--- src/rtl/mem_byte_bridge_if.sv ---
// mem_byte_bridge_if: CPU request bus and byte-wide controller port seen by mem_byte_bridge
// slave modport  = the bridge (takes CPU requests, drives the controller side)
// master modport = the surroundings (CPU issuing requests, controller answering bytes)
interface mem_byte_bridge_if;
  logic        i_req;
  logic        i_wr;
  logic        i_word;
  logic [25:0] i_addr;
  logic [15:0] i_wdata;
  logic [15:0] o_rdata;
  logic        o_busy;
  logic        o_done;
  logic        o_error;
  logic        o_mem_req;
  logic [25:0] o_mem_address;
  logic        o_mem_we;
  logic [7:0]  o_mem_data;
  logic [7:0]  i_mem_data;
  logic        i_mem_ready;
  modport slave (
    input  i_req, i_wr, i_word, i_addr, i_wdata, i_mem_data, i_mem_ready,
    output o_rdata, o_busy, o_done, o_error, o_mem_req, o_mem_address, o_mem_we, o_mem_data
  );
  modport master (
    output i_req, i_wr, i_word, i_addr, i_wdata, i_mem_data, i_mem_ready,
    input  o_rdata, o_busy, o_done, o_error, o_mem_req, o_mem_address, o_mem_we, o_mem_data
  );
endinterface

--- src/rtl/mem_byte_bridge.sv ---
// mem_byte_bridge: splits 8/16-bit CPU accesses into sequential byte accesses on the memory controller port
// i_clock/i_reset : clock and asynchronous active-high reset
// bus (slave)     : CPU side i_req/i_wr/i_word/i_addr/i_wdata -> o_rdata/o_busy/o_done/o_error,
//                   controller side o_mem_req/o_mem_address/o_mem_we/o_mem_data <- i_mem_data/i_mem_ready
// Optional BRIDGE_TIMEOUT_EN: abort a byte after TIMEOUT_CYCLES cycles without ready and flag o_error.
module mem_byte_bridge #(
  parameter int TIMEOUT_CYCLES = 1024
) (
  input logic              i_clock,
  input logic              i_reset,
  mem_byte_bridge_if.slave bus
);
  typedef enum logic [2:0] {IDLE, LO_REQ, GAP, HI_REQ, DONE} state_t;
  state_t      state_q, state_d;
  logic        wr_q, wr_d, word_q, word_d, done_q, done_d, req_q, req_d;
  logic [7:0]  hi_q, hi_d, data_q, data_d;
  logic [25:0] addr_q, addr_d;
  logic [15:0] rdata_q, rdata_d;
  logic        take;
  if (TIMEOUT_CYCLES < 1) begin : g_bad_timeout
    $error("TIMEOUT_CYCLES must be at least 1");
  end
  // req_q is only high in LO_REQ/HI_REQ, so ready elsewhere is ignored
  assign take = req_q & bus.i_mem_ready;
`ifdef BRIDGE_TIMEOUT_EN
  localparam int CW = $clog2(TIMEOUT_CYCLES + 1);
  localparam logic [CW-1:0] CNT_MAX = CW'(TIMEOUT_CYCLES - 1);
  logic [CW-1:0] cnt_q, cnt_d;
  logic          err_q, err_d, expire;
  assign expire = req_q && !bus.i_mem_ready && cnt_q == CNT_MAX;
`endif
  always_comb begin
    state_d = state_q;
    wr_d    = wr_q;
    word_d  = word_q;
    hi_d    = hi_q;
    data_d  = data_q;
    addr_d  = addr_q;
    rdata_d = rdata_q;
    req_d   = req_q;
    done_d  = 1'b0;
`ifdef BRIDGE_TIMEOUT_EN
    // counts while a byte is requested; every non-request state clears it, so each byte starts at 0
    cnt_d   = req_q ? cnt_q + 1'b1 : '0;
    err_d   = 1'b0;
`endif
    case (state_q)
      IDLE: if (bus.i_req) begin
        state_d = LO_REQ;
        req_d   = 1'b1;
        wr_d    = bus.i_wr;
        word_d  = bus.i_word;
        addr_d  = bus.i_addr;
        data_d  = bus.i_wdata[7:0];
        hi_d    = bus.i_wdata[15:8];
        if (!bus.i_wr && !bus.i_word) rdata_d[15:8] = 8'h00;
      end
      LO_REQ: if (take) begin
        req_d   = 1'b0;
        state_d = word_q ? GAP : DONE;
        done_d  = !word_q;
        if (!wr_q) rdata_d[7:0] = bus.i_mem_data;
      end
      GAP: begin
        state_d = HI_REQ;
        req_d   = 1'b1;
        addr_d  = addr_q + 26'd1;
        data_d  = hi_q;
      end
      HI_REQ: if (take) begin
        req_d   = 1'b0;
        state_d = DONE;
        done_d  = 1'b1;
        if (!wr_q) rdata_d[15:8] = bus.i_mem_data;
      end
      default: state_d = IDLE;
    endcase
`ifdef BRIDGE_TIMEOUT_EN
    if (expire) begin
      state_d = DONE;
      req_d   = 1'b0;
      done_d  = 1'b1;
      err_d   = 1'b1;
      rdata_d = '0;
    end
`endif
  end
  always_ff @(posedge i_clock or posedge i_reset)
    if (i_reset) begin
      state_q <= IDLE;
      wr_q    <= 1'b0;
      word_q  <= 1'b0;
      hi_q    <= '0;
      data_q  <= '0;
      addr_q  <= '0;
      rdata_q <= '0;
      req_q   <= 1'b0;
      done_q  <= 1'b0;
`ifdef BRIDGE_TIMEOUT_EN
      cnt_q   <= '0;
      err_q   <= 1'b0;
`endif
    end else begin
      state_q <= state_d;
      wr_q    <= wr_d;
      word_q  <= word_d;
      hi_q    <= hi_d;
      data_q  <= data_d;
      addr_q  <= addr_d;
      rdata_q <= rdata_d;
      req_q   <= req_d;
      done_q  <= done_d;
`ifdef BRIDGE_TIMEOUT_EN
      cnt_q   <= cnt_d;
      err_q   <= err_d;
`endif
    end
  assign bus.o_rdata       = rdata_q;
  assign bus.o_busy        = state_q != IDLE;
  assign bus.o_done        = done_q;
  assign bus.o_mem_req     = req_q;
  assign bus.o_mem_address = addr_q;
  assign bus.o_mem_we      = wr_q;
  assign bus.o_mem_data    = data_q;
`ifdef BRIDGE_TIMEOUT_EN
  assign bus.o_error       = err_q;
`else
  assign bus.o_error       = 1'b0;
`endif
endmodule
--- src/flat_wrapper.sv ---
// flat-port wrapper written by rule: the top's interface ports become plain ports
module mem_byte_bridge_flat 
#(
  parameter int TIMEOUT_CYCLES = 1024
)
  (i_clock, i_reset, bus_i_req, bus_i_wr, bus_i_word, bus_i_addr, bus_i_wdata, bus_i_mem_data, bus_i_mem_ready, bus_o_rdata, bus_o_busy, bus_o_done, bus_o_error, bus_o_mem_req, bus_o_mem_address, bus_o_mem_we, bus_o_mem_data);
  mem_byte_bridge_if bus_i ();
  input logic i_clock;
  input logic i_reset;
  input wire logic [$bits(bus_i.i_req)-1:0] bus_i_req;
  input wire logic [$bits(bus_i.i_wr)-1:0] bus_i_wr;
  input wire logic [$bits(bus_i.i_word)-1:0] bus_i_word;
  input wire logic [$bits(bus_i.i_addr)-1:0] bus_i_addr;
  input wire logic [$bits(bus_i.i_wdata)-1:0] bus_i_wdata;
  input wire logic [$bits(bus_i.i_mem_data)-1:0] bus_i_mem_data;
  input wire logic [$bits(bus_i.i_mem_ready)-1:0] bus_i_mem_ready;
  output wire logic [$bits(bus_i.o_rdata)-1:0] bus_o_rdata;
  output wire logic [$bits(bus_i.o_busy)-1:0] bus_o_busy;
  output wire logic [$bits(bus_i.o_done)-1:0] bus_o_done;
  output wire logic [$bits(bus_i.o_error)-1:0] bus_o_error;
  output wire logic [$bits(bus_i.o_mem_req)-1:0] bus_o_mem_req;
  output wire logic [$bits(bus_i.o_mem_address)-1:0] bus_o_mem_address;
  output wire logic [$bits(bus_i.o_mem_we)-1:0] bus_o_mem_we;
  output wire logic [$bits(bus_i.o_mem_data)-1:0] bus_o_mem_data;
  assign bus_i.i_req = bus_i_req;
  assign bus_i.i_wr = bus_i_wr;
  assign bus_i.i_word = bus_i_word;
  assign bus_i.i_addr = bus_i_addr;
  assign bus_i.i_wdata = bus_i_wdata;
  assign bus_i.i_mem_data = bus_i_mem_data;
  assign bus_i.i_mem_ready = bus_i_mem_ready;
  assign bus_o_rdata = bus_i.o_rdata;
  assign bus_o_busy = bus_i.o_busy;
  assign bus_o_done = bus_i.o_done;
  assign bus_o_error = bus_i.o_error;
  assign bus_o_mem_req = bus_i.o_mem_req;
  assign bus_o_mem_address = bus_i.o_mem_address;
  assign bus_o_mem_we = bus_i.o_mem_we;
  assign bus_o_mem_data = bus_i.o_mem_data;
  mem_byte_bridge #(.TIMEOUT_CYCLES(TIMEOUT_CYCLES)) u_core (.i_clock(i_clock), .i_reset(i_reset), .bus(bus_i));
endmodule
--- config.mk ---
export PLATFORM = sky130hd
export DESIGN_NAME = mem_byte_bridge_flat
export DESIGN_NICKNAME = d
export VERILOG_FILES = /design/src/rtl/mem_byte_bridge_if.sv /design/src/rtl/mem_byte_bridge.sv /design/src/flat_wrapper.sv
export SDC_FILE = /design/constraint.sdc
export NUM_CORES = 1
export LEC_CHECK = 0
export BUFFER_PORTS_ARGS = -buffer_cell sky130_fd_sc_hd__clkbuf_2
export CELL_PAD_IN_SITES_DETAIL_PLACEMENT = 0
export CELL_PAD_IN_SITES_GLOBAL_PLACEMENT = 2
export CORE_MARGIN = 3
export CORE_UTILIZATION = 29
export CTS_CLUSTER_SIZE = 10
export DETAILED_ROUTE_END_ITERATION = 16
export PLACE_DENSITY_LB_ADDON = 0.1
export SLEW_MARGIN = 10
export SYNTH_ARGS = -nofsm -noshare
export SYNTH_HDL_FRONTEND = slang
export SYNTH_SLANG_ARGS = --single-unit
--- constraint.sdc ---
create_clock -name i_clock -period 2.45 [get_ports i_clock]
set_input_delay 0.245 -clock i_clock [delete_from_list [all_inputs] [get_ports i_clock]]
set_output_delay 0.245 -clock i_clock [all_outputs]
set_load 0.02 [all_outputs]
; Word-level counts from Yosys, hierarchy flattened
; Index checks and enable logic that the tools add are counted.
[op_classes]
n_addsub = 1
mul = 0
n_div = 0
n_lt_le_gt_ge = 0
n_eq_ne = 9
n_shift = 0
n_mux = 20
bitwise = 2
reduce_logical = 16
[ops]
columns = op, count
row1 = 26-bit case mux with 2 select lines, 1
row2 = 8-bit two-way mux, 5
row3 = 8-bit case mux with 2 select lines, 2
row4 = "26-bit by 1-bit adder with 26-bit output, second input constant", 1
row5 = 26-bit two-way mux, 1
row6 = 3-bit two-way mux, 4
row7 = 3-bit case mux with 4 select lines, 1
row8 = 3-bit AND reduction, 3
row9 = "2-bit by 1-bit != test with 1-bit output, second input constant", 4
row10 = "3-bit by 2-bit equality test with 1-bit output, second input constant", 2
row11 = 3-bit nonzero test, 2
row12 = 5-bit AND reduction, 1
row13 = 1-bit two-way mux, 4
row14 = "2-bit != test, second input constant", 2
row15 = 2-bit AND reduction, 2
row16 = 2-bit nonzero test, 2
row17 = "3-bit by 1-bit equality test with 1-bit output, second input constant", 1
row18 = 1-bit logical NOT, 3
row19 = 3-bit logical NOT, 1
row20 = 1-bit case mux with 3 select lines, 1
row21 = 1-bit case mux with 2 select lines, 1
row22 = 2-bit OR reduction, 1
row23 = 1-bit AND, 1
row24 = 1-bit logical AND, 1
row25 = 1-bit inverter, 1
[totals]
ff_bits = 65
latch_bits = 0
ram_bits = 0
mem_bits_ro = 0
input_bits = 56
n_memories = 0

; Depth between registers and ports, before layout
[logic_depth]
depth_word = 5
depth_mapped = 7
mapped_depth_nobuf = 6

; Least setup slack after synthesis
; Ideal clock, no wire load.
[synth_path]
path_type = flip-flop to flip-flop
start = reg u_core.addr_q[10], in the netlist u_core.bus.o_mem_address[10]
end = reg u_core.addr_q[22], in the netlist u_core.bus.o_mem_address[22]
setup_ns = 0.065
t_arrival_ns = 1.671
t_required_ns = 2.385
path_slack_ns = 0.714
stages_incl_launch_ff = 7
n_path_buf = 1
synth_period_minus_slack_ns = 1.736
path_cell_list = dfrtp_1 buf_4 nand4_2 or2_4 or3_1 o21ai_0 o211a_1
[synth_between]
elab_chain_cells = 2
[synth_lines]
columns = element, line
row1 = start: declaration, mem_byte_bridge.sv:17  ; logic [25:0] addr_q, addr_d;
row2 = start signal: assignment, mem_byte_bridge.sv:109  ; addr_q <= addr_d;
row3 = 26-bit by 1-bit adder with 26-bit output, mem_byte_bridge.sv:67  ; addr_d = addr_q + 26'd1;
row4 = 26-bit case mux with 2 select lines, mem_byte_bridge.sv:47  ; case (state_q)
; No other way between the ends.
; A chain may end at the register's enable or synchronous reset.

; Worst setup path in the final report
[layout_path]
start = reg u_core.state_q[2]
end = reg u_core.addr_q[18], in the netlist u_core.bus.o_mem_address[18]
[layout_between]
elab_chain_cells = 3
elab_cells_between_ends = 6
classes_between = 2 x eq/ne / 1 x mux / 3 x reduce/logical
[layout_lines]
columns = element, line
row1 = start: declaration, mem_byte_bridge.sv:14  ; state_t state_q, state_d;
row2 = start signal: assignment, mem_byte_bridge.sv:104  ; state_q <= state_d;
row3 = 3-bit by 2-bit equality test with 1-bit output or 3-bit logical NOT (tied branches), mem_byte_bridge.sv:47
row4 = 2-bit nonzero test (no line) or 2-bit != test (tied branches), n/a
row5 = 2-bit AND reduction (no line), n/a
; Parallel ways exist; a longest one is shown, timed or not.

==> results.json <==
{
  "drt_first_iter_violations": 82,
  "cts_setup_buffers": 0,
  "yosysMostFrequentCell": "nand2_1",
  "coreArea_um2": 10900,
  "max-cap-violations": 0,
  "fin_tns_setup_ns": 0,
  "power_density_nw_per_um2": 1290,
  "syn_nets": 411,
  "tightest_slew_ns": 0.630,
  "die_w_um": 112,
  "path_max_fanout": 14,
  "p_leak_nw": 1.94,
  "swShare_pct": 42.8,
  "whs_ns": 0.0878,
  "status": "finished clean",
  "cts_max_level": 3,
  "globalplace.congestion": 0.744,
  "cts-resized-gates": 0,
  "synth_cells": 354,
  "pre_cts_slack_ns": 0.508,
  "route.final.wire_length_um": 9520,
  "clockRootBuffer": "clkbuf_8",
  "synth_common_cells": "nand2_1 (78), dfrtp_1 (65), nor2_1 (39)",
  "antenna_left": 0,
  "syn_to_final_growth_pct": 29.9,
  "num_io_pins": 111,
  "grt_usage_pct": 16.0,
  "ys_ff_latch": 65,
  "hold_path_class": "in2reg",
  "p_seq_share_pct": 38.8,
  "p_clk_share_pct": 21.3,
  "grt_max_degree": 39,
  "synthFlopType": "dfrtp_1",
  "rsz0062_at_grt": "no",
  "peakVddDrop_mv": 0.500,
  "cts_buffers": 9,
  "syn_area_um2": 3250,
  "crit_required_ns": 2.74,
  "setup_viol": 0,
  "synth_cell_type_count": 48,
  "viasPerCell": 4.92,
  "yosys.area.top_type": "dfrtp_1",
  "intPower_w": 0.00310,
  "max_clock_freq_ghz": 0.517,
  "vias": 3004,
  "hpwl_um": 6930,
  "cts_buffer_depth": 2,
  "hold_viol": 0,
  "fin_util_pct": 38.7,
  "initial_utilization_pct": 29.8,
  "fillers": 1151,
  "drc": 0,
  "cp_data_arrival_time_ns": 2.22,
  "ys_warn_count": 0,
  "power_w": 0.00543,
  "grt_pass1_vias": 3086,
  "ys_async_sr_fraction_pct": 100,
  "p_switching_w": 0.00232,
  "synth.top_cell.area_share_pct": 50.1,
  "grt_pass1_wl_um": 16000,
  "critPathKind": "reg2reg",
  "maxSlewHeadroom_pct": 58.0,
  "fin_nets": 522,
  "critPathCaptureType": "flop",
  "p_comb_share_pct": 39.9,
  "die_h_um": 112,
  "ys_top_cells_by_area": "dfrtp_1 (50%), nand2_1 (9.0%), nor2_1 (4.5%)",
  "grt.overflow.total": 0,
  "clock_sinks": 65,
  "final-max-slew-violation-count": 0,
  "worstSkewPairLatency_ns": 0.34,
  "crit_path_start_kind": "flop",
  "rows": 38,
  "port_buffers": 109,
  "antenna_found_initial": 0,
  "drtPass1Iterations": 4,
  "clkTransAtPathRegs_ns": 0.08,
  "seq_area_frac_synth_pct": 50.1,
  "wire_per_inst_um": 15.6,
  "cts_tree": "done",
  "fin_ws_ns": 0.514,
  "drive_gt1_share_pct": 33.0,
  "die_area_um2": 12500,
  "fin_crit_sh_pct": 79.0,
  "fin_worst_skew_ns": 0.00724,
  "antenna_cells": 0,
  "avgSynthCellArea_um2": 9.18,
  "synth_edf_count": 0,
  "layout_min_cycle_time_ns": 1.94
}
-- placed cells by master, fill, tap and decap left out, drive strengths merged, types with 3 or more instances in the layout --
cell type,count
clkbuf,119
nand2,78
dfrtp,65
nor2,41
nand3,20
inv,12
o22ai,11
mux2i,11
o21ai,10
nor3,9
buf,9
o211ai,8
mux2,8
a21oi,8
nand4,7
a311oi,6
and3,5
nor4,5
o311ai,4
or4,3
or3,3
bufinv,3
-- power groups by stage --
stage	sequential, W	combinational (W)	clock [W]
final	0.00211	0.00216	0.00116
after global routing	0.00219	0.00239	0.00125
after CTS	0.00211	0.00221	0.00120
after detailed placement	0.00213	0.00220	0
after global placement	0.00212	0.00218	0
after floorplan	0.00246	0.00104	0
-- worst paths after layout --
check                                   from                           end  slack (ns)  cells after the start
max in group asynchronous            i_reset                u_core.hi_q[6]        1.31                      4
setup reg to reg           u_core.state_q[2]  u_core.bus.o_mem_address[18]        0.51                      5
hold / removal               bus_i_wdata[11]                u_core.hi_q[3]        0.09                      3
setup / recovery           u_core.state_q[2]  u_core.bus.o_mem_address[18]        0.51                      5
hold reg to reg               u_core.hi_q[1]                u_core.hi_q[1]        0.49                      2
min in group asynchronous            i_reset  u_core.bus.o_mem_address[19]        0.52                      3
-- flip-flops by register name (all words and copies together), names as in the netlist --
signal and count:
u_core.bus.o_mem_data 8, u_core.bus.o_rdata 16, u_core.bus.o_mem_address 26, u_core.bus.o_done 1
u_core.bus.o_mem_we 1, u_core.state_q 3, u_core.bus.o_mem_req 1, u_core.word_q 1
u_core.hi_q 8
-- per-layer routing --
| layer | global-route usage (%) | vias to the layer above | routed length [um] |
|---|---|---|---|
| li1 | - | 1481 | - |
| met1 | 22.1 | 1425 | 4650 |
| met2 | 24.1 | 88 | 4210 |
| met3 | 4.78 | 10 | 546 |
| met4 | 4.87 | 0 | 117 |
| met5 | 0 | - | 0 |
-- cells by family (layout without fill, tap and decap cells) --
| family | count (synthesis) | in the layout | share of synthesized area (%) |
|---|---|---|---|
| other cells | 1 | 1 | 0.115 |
| compound gates | 58 | 58 | 12.9 |
| buf+inv | 31 | 147 | 4.51 |
| fa+ha+maj | 1 | 1 | 0.385 |
| simple gates | 179 | 179 | 25.9 |
| flops | 65 | 65 | 50.1 |
| mux | 19 | 19 | 6.16 |
-- metrics by stage --
stage / instances / area (um^2)
2_1_floorplan: 354 / 3250
3_3_place_gp: 593 / 3960
3_5_place_dp: 593 / 3960
4_1_cts: 610 / 4220
5_1_grt: 610 / 4220
6_report: 610 / 4220
-- critical path, cell delays in order (launching register included) --
cell,delay [ns]
dfrtp_1,0.54
or3b_1,0.62
nor2_2,0.22
nand3_2,0.15
o21ai_1,0.17
o221a_2,0.18
-- timing repair --
item	in CTS	in global routing
endpoints found under the hold margin	27	0
hold buffers	1	0
setup endpoints to repair	0	0
-- area by class of cell --
type | instances | area (um^2) | share of cell area [%]
inverters | 12 | 45.0 | 1.07
well taps | 140 | 175 | 4.15
repair buffers | 119 | 636 | 15.1
multi-input cells | 258 | 1480 | 35.2
flip-flops and latches | 65 | 1630 | 38.6
clock buffers | 10 | 138 | 3.26
clock inverters | 6 | 115 | 2.73
(Power assumes the default switching activity.)
